$ cat config.mk
export PLATFORM = sky130hd
export DESIGN_NAME = ipv4_tx_framer
export DESIGN_NICKNAME = d
export VERILOG_FILES = /design/src/rtl/ip_pkg.sv /design/src/rtl/ip_hdr_checksum.sv /design/src/rtl/ipv4_tx_framer.sv
export SDC_FILE = /design/constraint.sdc
export NUM_CORES = 1
export LEC_CHECK = 0
export BUFFER_PORTS_ARGS = -buffer_cell sky130_fd_sc_hd__clkbuf_2
export CAP_MARGIN = 40
export CORE_MARGIN = 2
export CORE_UTILIZATION = 35
export CTS_CLUSTER_SIZE = 10
export DETAILED_ROUTE_END_ITERATION = 8
export PLACE_DENSITY = 0.57
export REMOVE_ABC_BUFFERS = 1
export SYNTH_ARGS = -nofsm -noshare
export SYNTH_HDL_FRONTEND = slang
export SYNTH_SLANG_ARGS = --single-unit
$ cat constraint.sdc
create_clock -name clock -period 18.6 [get_ports clock]
set_input_delay 3.72 -clock clock [delete_from_list [all_inputs] [get_ports clock]]
set_output_delay 3.72 -clock clock [all_outputs]
set_load 0.005 [all_outputs]
$ cat src/rtl/ip_pkg.sv
// Shared constants, header-field layout and checksum helper for the IPv4 transmit path.
package ip_pkg;

    localparam int HDR_LEN      = 22;
    localparam int HDR_BITS     = HDR_LEN * 8;
    localparam int IP_HDR_WORDS = 10;

    localparam logic [15:0] ETHERTYPE_IPV4 = 16'h0800;
    localparam logic [7:0]  PROTO_ICMP     = 8'd1;
    localparam logic [7:0]  PROTO_UDP      = 8'd17;
    localparam logic [7:0]  IP_VER_IHL     = 8'h45;
    localparam logic [15:0] IP_HDR_BYTES   = 16'd20;

    // LSB positions of each field inside the header image; the image is sent MSB first
    localparam int OFS_ETHERTYPE = 160;
    localparam int OFS_VER_IHL   = 152;
    localparam int OFS_TOS       = 144;
    localparam int OFS_TOTAL_LEN = 128;
    localparam int OFS_IDENT     = 112;
    localparam int OFS_FLAGS     = 96;
    localparam int OFS_TTL       = 88;
    localparam int OFS_PROTOCOL  = 80;
    localparam int OFS_CHECKSUM  = 64;
    localparam int OFS_SRC_IP    = 32;
    localparam int OFS_DST_IP    = 0;

    typedef struct packed {
        logic [7:0]  tos;
        logic [15:0] total_len;
        logic [15:0] ident;
        logic [7:0]  protocol;
        logic [31:0] src_ip;
        logic [31:0] dst_ip;
    } hdr_fields_t;

    // Two end-around-carry folds bring a 20-bit sum of ten words back to 16 bits
    function automatic logic [15:0] fold_invert(input logic [19:0] sum);
        logic [16:0] fold1;
        logic [16:0] fold2;
        fold1 = {1'b0, sum[15:0]} + {13'b0, sum[19:16]};
        fold2 = {1'b0, fold1[15:0]} + {16'b0, fold1[16]};
        return ~fold2[15:0];
    endfunction

endpackage

$ cat src/rtl/ip_hdr_checksum.sv
// Two-stage IPv4 header checksum pipeline: stage 1 sums the header words,
// stage 2 folds/inverts the sum and assembles the full 22-byte header image.
module ip_hdr_checksum
    import ip_pkg::*;
#(
    parameter logic [7:0]  TTL       = 8'd128,
    parameter bit          DF        = 1'b1,
    parameter logic [15:0] ETHERTYPE = ETHERTYPE_IPV4
) (
    input  logic                clock,
    input  logic                reset,
    input  logic [5:0]          dscp,
    input  logic [7:0]          protocol,
    input  logic [15:0]         length,
    input  logic [15:0]         ip_id,
    input  logic [31:0]         local_ip,
    input  logic [31:0]         destination_ip,
    output logic [HDR_BITS-1:0] hdr_image,
    output logic                valid
);

    localparam logic [15:0] FLAGS_WORD = {1'b0, DF, 14'b0};

    hdr_fields_t         fields_comb;
    hdr_fields_t         fields_s1;
    logic [15:0]         words [IP_HDR_WORDS];
    logic [19:0]         sum_comb;
    logic [19:0]         sum_s1;
    logic                valid_s1;
    logic [HDR_BITS-1:0] image_comb;

    // Gather the live header fields and sum the ten header words (checksum word as zero)
    always_comb begin
        fields_comb.tos       = {dscp, 2'b00};
        fields_comb.total_len = IP_HDR_BYTES + length;
        fields_comb.ident     = ip_id;
        fields_comb.protocol  = protocol;
        fields_comb.src_ip    = local_ip;
        fields_comb.dst_ip    = destination_ip;

        words[0] = {IP_VER_IHL, fields_comb.tos};
        words[1] = fields_comb.total_len;
        words[2] = fields_comb.ident;
        words[3] = FLAGS_WORD;
        words[4] = {TTL, fields_comb.protocol};
        words[5] = 16'h0000;
        words[6] = fields_comb.src_ip[31:16];
        words[7] = fields_comb.src_ip[15:0];
        words[8] = fields_comb.dst_ip[31:16];
        words[9] = fields_comb.dst_ip[15:0];

        sum_comb = '0;
        for (int i = 0; i < IP_HDR_WORDS; i++) begin
            sum_comb = sum_comb + {4'b0, words[i]};
        end
    end

    // Stage 1 keeps the raw sum together with the fields it was computed from
    always_ff @(posedge clock or posedge reset) begin
        if (reset) begin
            fields_s1 <= '0;
            sum_s1    <= '0;
            valid_s1  <= 1'b0;
        end else begin
            fields_s1 <= fields_comb;
            sum_s1    <= sum_comb;
            valid_s1  <= 1'b1;
        end
    end

    // Lay out the header image from the stage-1 fields and the finished checksum
    always_comb begin
        image_comb = '0;
        image_comb[OFS_ETHERTYPE +: 16] = ETHERTYPE;
        image_comb[OFS_VER_IHL   +: 8]  = IP_VER_IHL;
        image_comb[OFS_TOS       +: 8]  = fields_s1.tos;
        image_comb[OFS_TOTAL_LEN +: 16] = fields_s1.total_len;
        image_comb[OFS_IDENT     +: 16] = fields_s1.ident;
        image_comb[OFS_FLAGS     +: 16] = FLAGS_WORD;
        image_comb[OFS_TTL       +: 8]  = TTL;
        image_comb[OFS_PROTOCOL  +: 8]  = fields_s1.protocol;
        image_comb[OFS_CHECKSUM  +: 16] = fold_invert(sum_s1);
        image_comb[OFS_SRC_IP    +: 32] = fields_s1.src_ip;
        image_comb[OFS_DST_IP    +: 32] = fields_s1.dst_ip;
    end

    // Stage 2 registers the complete header image and its valid flag
    always_ff @(posedge clock or posedge reset) begin
        if (reset) begin
            hdr_image <= '0;
            valid     <= 1'b0;
        end else begin
            hdr_image <= image_comb;
            valid     <= valid_s1;
        end
    end

endmodule

$ cat src/rtl/ipv4_tx_framer.sv
// IPv4 transmit framer: prepends EtherType and a 20-byte IPv4 header to a
// payload stream by pushing the payload through a 22-byte shift register.
module ipv4_tx_framer
    import ip_pkg::*;
#(
    parameter logic [7:0]  TTL          = 8'd128,
    parameter bit          DF           = 1'b1,
    parameter bit          ID_INCREMENT = 1'b1,
    parameter logic [15:0] ETHERTYPE    = 16'h0800
) (
    input  logic        clock,
    input  logic        reset,
    input  logic        tx_enable,
    input  logic [7:0]  data_in,
    input  logic [7:0]  protocol,
    input  logic [5:0]  dscp,
    input  logic [15:0] length,
    input  logic [31:0] local_ip,
    input  logic [31:0] destination_ip,
    output logic        active,
    output logic [7:0]  data_out,
    output logic        ready,
    output logic [15:0] ip_id
);

    localparam logic [1:0] ST_IDLE  = 2'd0;
    localparam logic [1:0] ST_SEND  = 2'd1;
    localparam logic [1:0] ST_FLUSH = 2'd2;

    localparam logic [4:0]  LAST_BYTE = 5'(HDR_LEN - 1);
    localparam logic [15:0] ID_STEP   = ID_INCREMENT ? 16'd1 : 16'd0;

    logic [1:0]          state;
    logic [4:0]          byte_no;
    logic [15:0]         ip_id_q;
    logic [15:0]         pipe_id;
    logic [HDR_BITS-1:0] shift_reg;
    logic [HDR_BITS-1:0] hdr_image;
    logic                pipe_valid;
    logic                pipe_valid_q;
    logic                idle_q;
    logic                sending;

    assign sending  = (state != ST_IDLE);
    assign active   = tx_enable | sending;
    assign data_out = shift_reg[HDR_BITS-1 -: 8];
    assign ready    = !sending && idle_q && pipe_valid_q;
    assign ip_id    = ip_id_q;

    // While a packet is in flight its header is already captured, so the
    // pipeline precomputes the next packet's header with the next ID value
    assign pipe_id = sending ? (ip_id_q + ID_STEP) : ip_id_q;

    ip_hdr_checksum #(
        .TTL       (TTL),
        .DF        (DF),
        .ETHERTYPE (ETHERTYPE)
    ) u_checksum (
        .clock          (clock),
        .reset          (reset),
        .dscp           (dscp),
        .protocol       (protocol),
        .length         (length),
        .ip_id          (pipe_id),
        .local_ip       (local_ip),
        .destination_ip (destination_ip),
        .hdr_image      (hdr_image),
        .valid          (pipe_valid)
    );

    // Packet state: SEND while payload arrives, FLUSH drains the last 22 bytes, then bump the ID
    always_ff @(posedge clock or posedge reset) begin
        if (reset) begin
            state   <= ST_IDLE;
            byte_no <= '0;
            ip_id_q <= '0;
        end else if (tx_enable) begin
            state   <= ST_SEND;
            byte_no <= LAST_BYTE;
        end else if (sending) begin
            if (byte_no == 5'd0) begin
                state   <= ST_IDLE;
                ip_id_q <= ip_id_q + ID_STEP;
            end else begin
                state   <= ST_FLUSH;
                byte_no <= byte_no - 5'd1;
            end
        end
    end

    // Idle: keep reloading the header image; active: shift out and append payload
    always_ff @(posedge clock or posedge reset) begin
        if (reset) begin
            shift_reg <= '0;
        end else if (active) begin
            shift_reg <= {shift_reg[HDR_BITS-9:0], (tx_enable ? data_in : 8'h00)};
        end else begin
            shift_reg <= hdr_image;
        end
    end

    // Ready needs one settled idle cycle and a pipeline that has been valid a full cycle
    always_ff @(posedge clock or posedge reset) begin
        if (reset) begin
            idle_q       <= 1'b0;
            pipe_valid_q <= 1'b0;
        end else begin
            idle_q       <= !sending;
            pipe_valid_q <= pipe_valid;
        end
    end

endmodule

* Word level (Yosys, flattened, before mapping)
Cells that the tools add are included.
** Operators by class
- Reduce and logical (&&, ||, !) cells :: 8
- Multiplexer cells :: 9
- Equal/unequal tests :: 1
- Add/subtract/negate cells :: 13
- Bitwise operators :: 3
** Operators by type and width (number)
- $mux W176 :: 1
- $add A20 B16 Y20 :: 6
- $add A20 B15 Y20 const B :: 1
- $add A15 B16 Y17 :: 1
- $add A16 B4 Y17 :: 1
- $add A16 B1 Y16 :: 1
- $add A16 B1 Y16 const B :: 1
- $add A5 B16 Y16 const A :: 1
- $mux W16 :: 1
- $not A16 Y16 :: 1
- $mux W5 :: 3
- $mux W8 :: 1
- $mux W2 :: 3
- $logic_not A5 Y1 :: 1
- $sub A5 B1 Y5 const B :: 1
- $reduce_bool A2 Y1 :: 2
- $reduce_and A3 Y1 :: 1
- $logic_and A1 B1 Y1 :: 2
- $ne A2 B2 Y1 const B :: 1
- $reduce_and A2 Y1 :: 1
- $logic_not A1 Y1 :: 1
- $not A1 Y1 :: 1
- $or A1 B1 Y1 :: 1
** Storage, ports and cells
- Input port bits :: 105
- Register bits :: 462

* Longest topological paths before layout
- Word-level depth :: 9
- Gate-level depth with buffers :: 26

* By module
Synthesis repeated with hierarchy kept, for this count alone.
** Second synthesis, totals
- Cell total of the unflattened synthesis :: 1339
- Area, all modules :: 19274.7 um^2
** Modules (own cells, without submodules)
- ip_hdr_checksum :: cells each 804, area an instance 10870.4 um^2, seq. area each 6456.2 um^2, times used 1
- ipv4_tx_framer :: cells each 535, area an instance 8404.3 um^2, seq. area each 5029.8 um^2, times used 1

* Least setup slack after synthesis
Ideal clock, no wire load.
- Kind :: input to register
- Start :: in length[2]
- End :: reg u_checksum.sum_s1[19]
- Buffers on the path :: 0
- Slack :: 9555 ps
- Cell stages on the path :: 23
- Arrival :: 8906 ps
- Path through :: ha_1 > o21ai_0 > xnor2_1 > ha_1 > a21o_1 > nand2_1 > o21ai_0 > or3_1 > a21oi_1 > o21bai_1 > xor2_1 > fa_1 > inv_1 > fa_1 > inv_1 > fa_1 > fa_1 > ha_1 > a21o_1 > a21oi_1 > nor2b_1 > a2111oi_2 > o21ai_0
** RTL lines
- start: declaration :: RTL line ipv4_tx_framer.sv:17 : input logic [15:0] length,
- end signal: assignment :: RTL line ip_hdr_checksum.sv:66 : sum_s1 <= sum_comb;
- end: declaration :: RTL line ip_hdr_checksum.sv:28 : logic [19:0] sum_s1;

==> out/summary.txt <==
Total Die Area = 53700 um2
WP data arrival = 9590 ps
fill count = 4878
Detail Route Antenna Nets = 0
Worst Setup Start Kind = primary input
CTS tree = done
vias in the first global route = 11200
Clock Latency Late Sink = 600 ps
Min Clock Period, post-route = 9140 ps
area of the multi-input gates = 6030 um2
Total GRT Usage = 16.2%
main area contributors after synthesis = dfrtp_1 63%, nand2_1 8.3%, fa_1 7.9%
gpl congestion = 0.848
number of gates resized after CTS = 0
outcome = complete, no violations
Clk pin slew, worst setup/hold paths = 60 ps
Post-Place Setup Slack = 8950 ps
HPWL after detailed placement = 29300 um
fraction of layout cells with a size suffix above 1 = 14.3%
initial antenna violation count = 1
hold_buf cts = 0
first-pass GRT wire length = 65300 um
leading cell type by number of instances after synthesis = dfrtp_1
TNS Setup = 0 ps
postcts setup bufs = 0
worst min-delay path endpoint = u_checksum.hdr_image[116]
Hold Path Depth = 0
num ports = 131
met3 WL = 1950 um
final WL = 41100 um
DR pass1 iterations = 5
YS warnings = 0
Crit Reg-Reg Startpoint = state[1]
Crit path required time = 19050 ps
share of the synthesized area in the top cell type = 63.3%
Max-slew headroom = 34.6%
routed length per placed instance = 17.7 um
max reg flops = 176
die span in y = 232 um
Commonest cells post-synth = 459 x dfrtp_1, 401 x nand2_1, 102 x inv_1, 72 x fa_1
ys async rst share = 100%
period utilization = 49.2%
final setup margin = 9460 ps
Via density = 4.50
DRC errors left = 0
CTS sink cnt = 459
Die X-Extent = 232 um
initial DRC count = 828
area grow syn2layout = 16.5%
PortBufs = 130
dominant cell type by area after synthesis = dfrtp_1
CTS max path bufs = 3
Worst R2R Setup Slack = 13090 ps
Antenna diodes = 0
leakage = 10.6 nW
Peak supply drop = 77.8 uV
Max Clock Freq = 0.109 GHz
synthesized flop and latch total = 459
top layer in use = met4
type of element capturing the critical path = register
Post-synth EDFFs = 0
Rows = 83
Root Driver = clkbuf_16
mean area per synthesized cell = 12.2 um2
H-tree depth reported by CTS = 2
Placeable Area = 51300 um2
GRT overflow = 0
Power Density = 143 nW/um2
Hold Crit Start = u_checksum.fields_s1[76]
Synth Cell Area = 18100 um2
Max Cap Viol = 0
met1 wire length = 18200 um
DR WL met2 = 20000 um
largest net degree at the start of global routing = 178
number of distinct library cells after synthesis = 62
# setup viols final = 0
cells after synthesis = 1487
Reg area = 11500 um2
starting density of the core = 35.3%
RR Endpoint = u_checksum.sum_s1[16]
RSZ-0062 raised after global routing = false
critical path type = primary input to register
Slew @ Worst Pin = 981 ps
worst min path class = register to register
Final Hold Viols = 0
CTS buffer count = 54
clock skew = 21.0 ps
fin nets = 1860
Worst Path Max Fanout = 6
Worst Reg-to-Reg Cells = 19
max-slew violation count = 0
vias = 10500
sequential share of the synthesized area = 63.3%
predominant post-synthesis flop cell = dfrtp_1
kinds of logic after synthesis:
| logic type | share of synthesized area (%) |
|---|---|
| fa+ha+maj | 11.3 |
| buf+inv | 3.43 |
| other cells | 0.0207 |
| xor+xnor | 4.19 |
| flops | 63.3 |
| mux | 0.290 |
| compound gates | 3.47 |
| simple gates | 14.0 |
worst max-delay path by stage:
stage	from	end	slack [ps]
after floorplan	reset	byte_no[0]	2080
after global placement	length[2]	u_checksum.sum_s1[19]	9110
after detailed placement	length[2]	u_checksum.sum_s1[16]	8950
after CTS	length[2]	u_checksum.sum_s1[16]	9570
after global routing	length[2]	u_checksum.sum_s1[16]	9090
final	length[2]	u_checksum.sum_s1[18]	9460
through the flow:
step	util, %	cells	area (um2)	power [mW]	hold slack, ps
3_5_place_dp	38.2	2259	19600	2.12	335
4_1_cts	41.2	2328	21100	3.07	335
3_3_place_gp	38.0	2255	19500	2.10	331
2_1_floorplan	-	1435	17900	1.86	331
5_1_grt	41.2	2328	21100	3.24	341
6_report	41.2	2328	21100	3.03	337
layout by cell type (no fill, tap or decap), types with 3 or more instances in the layout:
cell type / instances
clkbuf_8: 4
nor2b_1: 4
a211oi_1: 4
and3_1: 16
o21ai_0: 22
ha_1: 48
nor4b_1: 3
nand3_1: 25
dfrtp_1: 459
mux2i_1: 3
xor2_1: 35
clkbuf_16: 54
inv_1: 101
nand2b_1: 6
a21oi_1: 18
clkbuf_1: 3
and2_1: 50
and4_1: 3
o21bai_1: 4
xnor2_1: 50
fa_1: 72
nand4_1: 7
nor2_1: 23
o211ai_1: 5
nand2_1: 401
clkbuf_2: 130
nand3b_1: 3
nor3_1: 7
a21o_1: 20
buf_4: 9
or3_1: 3
buf_16: 4
power by group:
| group | total (mW) | switching [mW] | internal [mW] |
|---|---|---|---|
| combinational | 0.907 | 0.521 | 0.385 |
| sequential | 1.19 | 0.0545 | 1.14 |
| clock | 0.926 | 0.381 | 0.545 |
critical path, stage by stage:
cell	delay, ps
clkbuf_2	130
ha_1	260
o21ai_0	220
xnor2_1	180
ha_1	330
a21o_1	190
nand2_1	70
o21ai_0	100
or3_1	370
a21oi_1	280
o21bai_1	110
xnor2_1	230
ha_1	300
fa_1	510
fa_1	510
fa_1	520
inv_1	40
ha_1	360
nand2_1	120
nand2b_1	60
a21oi_1	240
nor3b_1	90
a2111oi_0	500
o211ai_1	160
routing by layer:
metal,GRT usage (%),vias to the layer above
met1,21.5,5309
met2,26.6,203
met4,4.77,0
met5,0,-
met3,3.63,59
li1,-,4914
final cells by class:
class,instances,area share (%)
multi-input cells,872,28.6
clock inverters,8,0.420
inverters,104,1.90
repair buffers,144,4.02
flip-flops and latches,459,54.4
well taps,680,4.03
clock buffers,61,6.71
Power figures use the tool's default switching activity.
